===== src/rtl/subtractor_serial.sv =====
// subtractor_serial: bit-serial two's-complement subtractor, Z = X - Y,
// one bit per clock, LSB first, under a start/done handshake.
// Status flags on completion: sign, zero, borrow, parity (even), overflow.
// Optional build macro SUBTRACTOR_SERIAL_ADD_EN adds an add_sub input
// (1 = add); in add mode the borrow output reports carry-out.
module subtractor_serial #(
  parameter int WIDTH = 16
) (
  input  logic             clk,
  input  logic             rst,
  input  logic             start,
  input  logic [WIDTH-1:0] X,
  input  logic [WIDTH-1:0] Y,
`ifdef SUBTRACTOR_SERIAL_ADD_EN
  input  logic             add_sub,
`endif
  output logic [WIDTH-1:0] Z,
  output logic             busy,
  output logic             done,
  output logic             sign,
  output logic             zero,
  output logic             borrow,
  output logic             parity,
  output logic             overflow
);

  localparam int CW = $clog2(WIDTH) + 1;

  localparam logic [1:0] S_IDLE = 2'd0;
  localparam logic [1:0] S_RUN  = 2'd1;
  localparam logic [1:0] S_DONE = 2'd2;

  logic [1:0]       state_q, state_d;
  logic [CW-1:0]    cnt_q, cnt_d;
  logic [WIDTH-1:0] xs_q, xs_d;
  logic [WIDTH-1:0] ys_q, ys_d;
  logic [WIDTH-1:0] res_q, res_d;
  logic             bin_q, bin_d;
  logic             xm_q, xm_d;
  logic             ym_q, ym_d;
  logic [WIDTH-1:0] z_q, z_d;
  logic             sign_q, sign_d;
  logic             zero_q, zero_d;
  logic             borrow_q, borrow_d;
  logic             parity_q, parity_d;
  logic             ovf_q, ovf_d;

  // Operation mode captured with the operands; constant subtract otherwise.
  logic             op_add;
`ifdef SUBTRACTOR_SERIAL_ADD_EN
  logic             add_q, add_d;
  assign op_add = add_q;
`else
  assign op_add = 1'b0;
`endif

  // Single-bit cell: difference/sum bit and borrow/carry out of the LSB pair.
  logic             bit_a, bit_b, bit_d, bit_cout;
  logic [WIDTH-1:0] res_nxt;
  logic             last_bit;
  logic             zm;

  assign bit_a    = xs_q[0];
  assign bit_b    = ys_q[0];
  assign last_bit = (cnt_q == CW'(WIDTH - 1));
  assign res_nxt  = {bit_d, res_q[WIDTH-1:1]};
  assign zm       = res_nxt[WIDTH-1];

  // Full subtractor (or full adder in add mode) on the current bit pair.
  always_comb begin
    bit_d    = bit_a ^ bit_b ^ bin_q;
    bit_cout = (~bit_a & bit_b) | (~(bit_a ^ bit_b) & bin_q);
    if (op_add)
      bit_cout = (bit_a & bit_b) | (bin_q & (bit_a ^ bit_b));
  end

  // Next-state logic: accept in IDLE/DONE, shift one bit per RUN cycle,
  // publish result and flags on the edge that processes the MSB.
  always_comb begin
    state_d  = state_q;
    cnt_d    = cnt_q;
    xs_d     = xs_q;
    ys_d     = ys_q;
    res_d    = res_q;
    bin_d    = bin_q;
    xm_d     = xm_q;
    ym_d     = ym_q;
    z_d      = z_q;
    sign_d   = sign_q;
    zero_d   = zero_q;
    borrow_d = borrow_q;
    parity_d = parity_q;
    ovf_d    = ovf_q;
`ifdef SUBTRACTOR_SERIAL_ADD_EN
    add_d    = add_q;
`endif
    case (state_q)
      S_RUN: begin
        res_d = res_nxt;
        xs_d  = {1'b0, xs_q[WIDTH-1:1]};
        ys_d  = {1'b0, ys_q[WIDTH-1:1]};
        bin_d = bit_cout;
        cnt_d = cnt_q + CW'(1);
        if (last_bit) begin
          state_d  = S_DONE;
          z_d      = res_nxt;
          sign_d   = zm;
          zero_d   = (res_nxt == '0);
          parity_d = ~(^res_nxt);
          borrow_d = bit_cout;
          if (op_add)
            ovf_d = (xm_q & ym_q & ~zm) | (~xm_q & ~ym_q & zm);
          else
            ovf_d = (xm_q & ~ym_q & ~zm) | (~xm_q & ym_q & zm);
        end
      end
      default: begin
        // IDLE, DONE and the unused encoding all behave as "ready".
        if (start) begin
          state_d = S_RUN;
          xs_d    = X;
          ys_d    = Y;
          xm_d    = X[WIDTH-1];
          ym_d    = Y[WIDTH-1];
          res_d   = '0;
          bin_d   = 1'b0;
          cnt_d   = '0;
`ifdef SUBTRACTOR_SERIAL_ADD_EN
          add_d   = add_sub;
`endif
        end else begin
          state_d = S_IDLE;
        end
      end
    endcase
  end

  // State, datapath and result registers; reset discards any operation.
  always_ff @(posedge clk or posedge rst) begin
    if (rst) begin
      state_q  <= S_IDLE;
      cnt_q    <= '0;
      xs_q     <= '0;
      ys_q     <= '0;
      res_q    <= '0;
      bin_q    <= 1'b0;
      xm_q     <= 1'b0;
      ym_q     <= 1'b0;
      z_q      <= '0;
      sign_q   <= 1'b0;
      zero_q   <= 1'b0;
      borrow_q <= 1'b0;
      parity_q <= 1'b0;
      ovf_q    <= 1'b0;
`ifdef SUBTRACTOR_SERIAL_ADD_EN
      add_q    <= 1'b0;
`endif
    end else begin
      state_q  <= state_d;
      cnt_q    <= cnt_d;
      xs_q     <= xs_d;
      ys_q     <= ys_d;
      res_q    <= res_d;
      bin_q    <= bin_d;
      xm_q     <= xm_d;
      ym_q     <= ym_d;
      z_q      <= z_d;
      sign_q   <= sign_d;
      zero_q   <= zero_d;
      borrow_q <= borrow_d;
      parity_q <= parity_d;
      ovf_q    <= ovf_d;
`ifdef SUBTRACTOR_SERIAL_ADD_EN
      add_q    <= add_d;
`endif
    end
  end

  assign busy     = (state_q == S_RUN);
  assign done     = (state_q == S_DONE);
  assign Z        = z_q;
  assign sign     = sign_q;
  assign zero     = zero_q;
  assign borrow   = borrow_q;
  assign parity   = parity_q;
  assign overflow = ovf_q;

endmodule


===== config.mk =====
export PLATFORM = sky130hd
export DESIGN_NAME = subtractor_serial
export DESIGN_NICKNAME = d
export VERILOG_FILES = /design/src/rtl/subtractor_serial.sv
export SDC_FILE = /design/constraint.sdc
export NUM_CORES = 1
export LEC_CHECK = 0
export CORE_UTILIZATION = 54
export CTS_CLUSTER_DIAMETER = 200
export CTS_CLUSTER_SIZE = 28
export DETAILED_ROUTE_END_ITERATION = 8
export DONT_BUFFER_PORTS = 1
export PLACE_DENSITY = 0.69
export SLEW_MARGIN = 20
export SYNTH_ARGS = -nofsm -noshare
export SYNTH_HDL_FRONTEND = slang
export SYNTH_SLANG_ARGS = --single-unit

===== constraint.sdc =====
create_clock -name clk -period 3.8 [get_ports clk]
set_input_delay 0.76 -clock clk [delete_from_list [all_inputs] [get_ports clk]]
set_output_delay 0.76 -clock clk [all_outputs]
set_load 0.1 [all_outputs]

After elaboration in Yosys (flattened, before gate mapping)
Index checks and enable logic that the tools add are counted.

storage, ports and cells
  register bits = 79
  output and inout bits = 23
  input bits = 35
  logic and storage cells = 54

operators by class
  mux-type cells = 13
  add/sub/neg operators = 1
  reduce and logical (&&, ||, !) cells = 5
  eq/ne operators = 4
  bitwise logic cells = 17

operators with widths
  operator                                                          count
  16-bit 2-to-1 mux                                                 6
  16-bit zero test                                                  1
  16-bit XOR reduction                                              1
  5-bit 2-to-1 mux                                                  2
  1-bit NOT                                                         7
  1-bit AND                                                         6
  5-bit by 1-bit adder with 5-bit output (second input constant)    1
  5-bit by 4-bit == test with 1-bit output (second input constant)  1
  2-bit 2-to-1 mux                                                  2
  2-bit AND reduction                                               2
  1-bit 2-to-1 mux                                                  3
  2-bit by 1-bit == test with 1-bit output (second input constant)  1
  2-bit == test (second input constant)                             1
  2-bit by 1-bit != test with 1-bit output (second input constant)  1
  1-bit bitwise OR                                                  2
  2-bit nonzero test                                                1
  1-bit XOR                                                         2

Logic depth before layout (Yosys ltp)
  word-level depth = 5
  gate-level depth with buffers = 8
  depth with buffers taken out = 6

Worst setup path before layout
OpenSTA, ideal clock, no wires.

  path kind = reg-to-output
  from = register z_q[15], in the netlist Z[15]
  to = output port Z[15]
  stages on the path, launching flop included = 2
  path slack = 1704 ps
  data required time = 3040 ps
  arrival time = 1336 ps
  buffers on the path = 1
  cells stage by stage = dfrtp_1 buf_4

RTL lines
  element                 line  source
  from (decl)             41    logic [WIDTH-1:0] z_q, z_d;
  from (signal assigned)  167   z_q <= z_d;
  to (decl)               17    output logic [WIDTH-1:0] Z,

No word-level cell between the ends.

Worst setup path after layout
  from = register state_q[1]
  to = output port busy

on the way
  cells in the longest elaborated chain, start to end = 1

ends and longest elaborated chain
  element                                   line  source
  from (decl)                               33    logic [1:0] state_q, state_d;
  from (signal assigned)                    159   state_q <= state_d;
  2-bit by 1-bit == test with 1-bit output  179   assign busy = (state_q == S_RUN);
  to (decl)                                 18    output logic busy,

No other way between the ends.

==> flow_summary_export.csv <==
group,metric,value,unit
run_status,status,"finished clean",
worst_setup_path,worst_ep_arrival_time,1.56,ns
worst_setup_path,reg2reg_to,"zero",
logic_synthesis,synth_top_area_share,54.7,%
timing,hold_ws,0.443,ns
die,core_area,0.00631,mm²
power_and_ir_drop,leakage,0.00178,µW
final_layout,nFillCells,540,
worst_setup_path,cp_num_buf_inv,1,
logic_synthesis,netlist_top_cells_area,"dfrtp_1, mux2i_1, o21ai_0",
timing,slew_headroom,36.7,%
logic_synthesis,syn_area_per_cell,10.6,µm²
logic_synthesis,syn_area,0.00352,mm²
logic_synthesis,ys_warn_count,0,
worst_setup_path,worstPathRequired,3.04,ns
worst_setup_path,worstSetupStartpointType,"flop",
drt,dr.pass1.iters,4,
final_layout,diodes,0,
min_path,hold_class,"in -> async",
clock_tree,clkTransAtPathRegs,0.08,ns
die,initial_core_util,55.8,%
drt,wl_met2,2740,µm
worst_setup_path,path_cells,"nand2b_4 > inv_6",
clock_tree,cts_buffers,9,
final_layout,area_growth,4.97,%
power_and_ir_drop,p_per_area,1010,mW/mm²
clock_tree,clk_latency,0.34,ns
die,die-area,0.00685,mm²
flow_run,drv_cap,0,
logic_synthesis,ys_types,31,
logic_synthesis,ys_seq_elements,77,
timing,post-route-min-period,2.32,ns
clock_tree,cts_setup_buffers,0,
die,die_w,82.7,µm
global_route,antenna_found_initial,0,
drt,antenna_left,0,
worst_setup_path,path_max_fanout,97,
logic_synthesis,synth-edff-count,0,
drt,topRoutingLayerUsed,"met4",
timing,max_freq,431,MHz
final_layout,drive_gt1_share,7.65,%
clock_tree,cts_tree,"done",
worst_setup_path,r2r_cells,4,
timing,fin_setup_tns,0,ns
worst_setup_path,cpLargestDelayFamily,"buffers and inverters",
logic_synthesis,ys.flop_type,"dfrtp_1",
logic_synthesis,postSynthCellCount,332,
drt,drc,0,
timing,fin_worst_skew,0.00780,ns
global_route,grt_pass1_wl,9500,µm
logic_synthesis,yosys.area.top_type,"dfrtp_1",
worst_setup_path,rr_startpoint,"state_q[1]",
timing,finalSetupViolCount,0,
drt,routed_via_density,5.46,
worst_setup_path,max_stage_delay,0.57,ns
clock_tree,clock-sinks,77,
final_layout,fin_util,58.5,%
placed_design,io_buffers,0,
drt,wire_per_inst,14.7,µm
timing,hold_viol_final,0,
drt,drt-initial-drc-count,175,
logic_synthesis,async_flop_share,100,%
placed_design,dp_hpwl,3810,µm
die,rows,29,
worst_setup_path,cp-end-kind,"output pin",
logic_synthesis,yosysMostFrequentCell,"dfrtp_1",
die,die_height,82.7,µm
placed_design,place_congestion,0.753,
timing,finalMaxSlewViolations,0,
worst_setup_path,slowest_stage,"inv_6",
timing,tightest_slew,0.950,ns
drt,vias,2204,
logic_synthesis,syn_nets,378,
timing,rsz0062_at_grt,"false",
drt,wl_met3,306,µm
worst_setup_path,crit_type,"reg -> out",
die,io_pins,58,
clock_tree,h-tree-depth,3,
drt,wl_met1,2790,µm
logic_synthesis,yosysSeqAreaShare,54.7,%
global_route,grt_max_degree,98,
global_route,grt_util_all_layers,18.9,%
worst_setup_path,r2r_slack,1.78,ns
power_and_ir_drop,ir_drop,0.831,mV
clock_tree,ctsRootBufferMaster,"clkbuf_8",
logic_synthesis,synth_common_cells,"dfrtp_1, nand2_1, o21ai_0, mux2i_1, inv_1",
drt,postRouteWirelength,5920,µm
timing,post-route-period-util,61.0,%
clock_tree,post_cts_resized,0,
global_route,grt-ovfl-total,0,
clock_tree,cts_buffer_depth,2,
clock_tree,ctsHoldBuffers,0,
global_route,grt_pass1_vias,2003,
final_layout,finalNetCount,368,
[cell usage in the layout (no fill, tap or decap), types with 3 or more instances in the layout]
cell type and instances:
xor2_1 3, dfrtp_1 76, xnor2_1 4, ha_1 9, o31ai_1 14, nor2_1 5
nand2_1 69, mux2i_1 32, mux2_2 4, inv_1 19, o21ai_0 54, clkbuf_8 11
[worst register-to-register path, delay by kind of cell, from the launching register on]
family,cells,cell delay (ns)
DFF,1,0.39
AOI/OAI and AO/OA,1,0.39
buffers and inverters,1,0.57
and+or+nand+nor,2,0.57
[state kept, by name, indices dropped and copies added, names as in the netlist]
signal    cells
ym_q          1
xm_q          1
zero          1
borrow        1
xs_q         16
bin_q         1
ys_q         16
overflow      1
cnt_q         5
state_q       2
res_q        15
parity        1
Z            16
[stage by stage]
stage,total power [µW],instances,area (µm²),setup slack [ns]
final,3740,404,3700,1.48
after global placement,3100,388,3490,1.81
after global routing,4000,404,3700,1.39
after detailed placement,3150,388,3490,1.75
after CTS,3780,404,3700,1.46
after floorplan,2960,332,3520,1.07
[power by group]
group          total, µW  internal [µW]  switching (µW)
sequential          1980           1130             844
combinational       1140            506             631
clock                626            340             286
[final cells by class]
cell class              count  area (µm²)  area share (%)
clock buffers              13         159            4.30
repair buffers              1        7.51           0.203
well taps                  77        96.3            2.61
clock inverters             3        43.8            1.18
inverters                  21        85.1            2.30
multi-input cells         212        1380            37.2
flip-flops and latches     77        1930            52.2
[worst max path at each step]
stage / start / endpoint / slack (ns) / cells past startpoint
global route: state_q[1] / busy / 1.39 / 2
finish: state_q[1] / busy / 1.48 / 2
detailed placement: state_q[1] / Z[14] / 1.75 / 4
floorplan: rst / Z[0] / 1.07 / 1
CTS: state_q[1] / busy / 1.46 / 2
global placement: state_q[1] / Z[15] / 1.81 / 4
[metal layers]
metal  GRT usage [%]  up-vias
met5               0        -
met4            6.72        0
met3            6.59        7
met2            28.4       39
met1            25.3     1063
li1                -     1095
[cell families (layout without fill, tap and decap cells)]
group | count (synthesis) | after routing | synth area share, %
mux | 36 | 36 | 10.4
compound gates | 70 | 70 | 11.3
fa+ha+maj | 11 | 11 | 4.34
flops | 77 | 77 | 54.7
buf+inv | 43 | 38 | 6.18
xor+xnor | 8 | 8 | 2.38
simple gates | 87 | 87 | 10.7
Power figures use the tool's default switching activity.
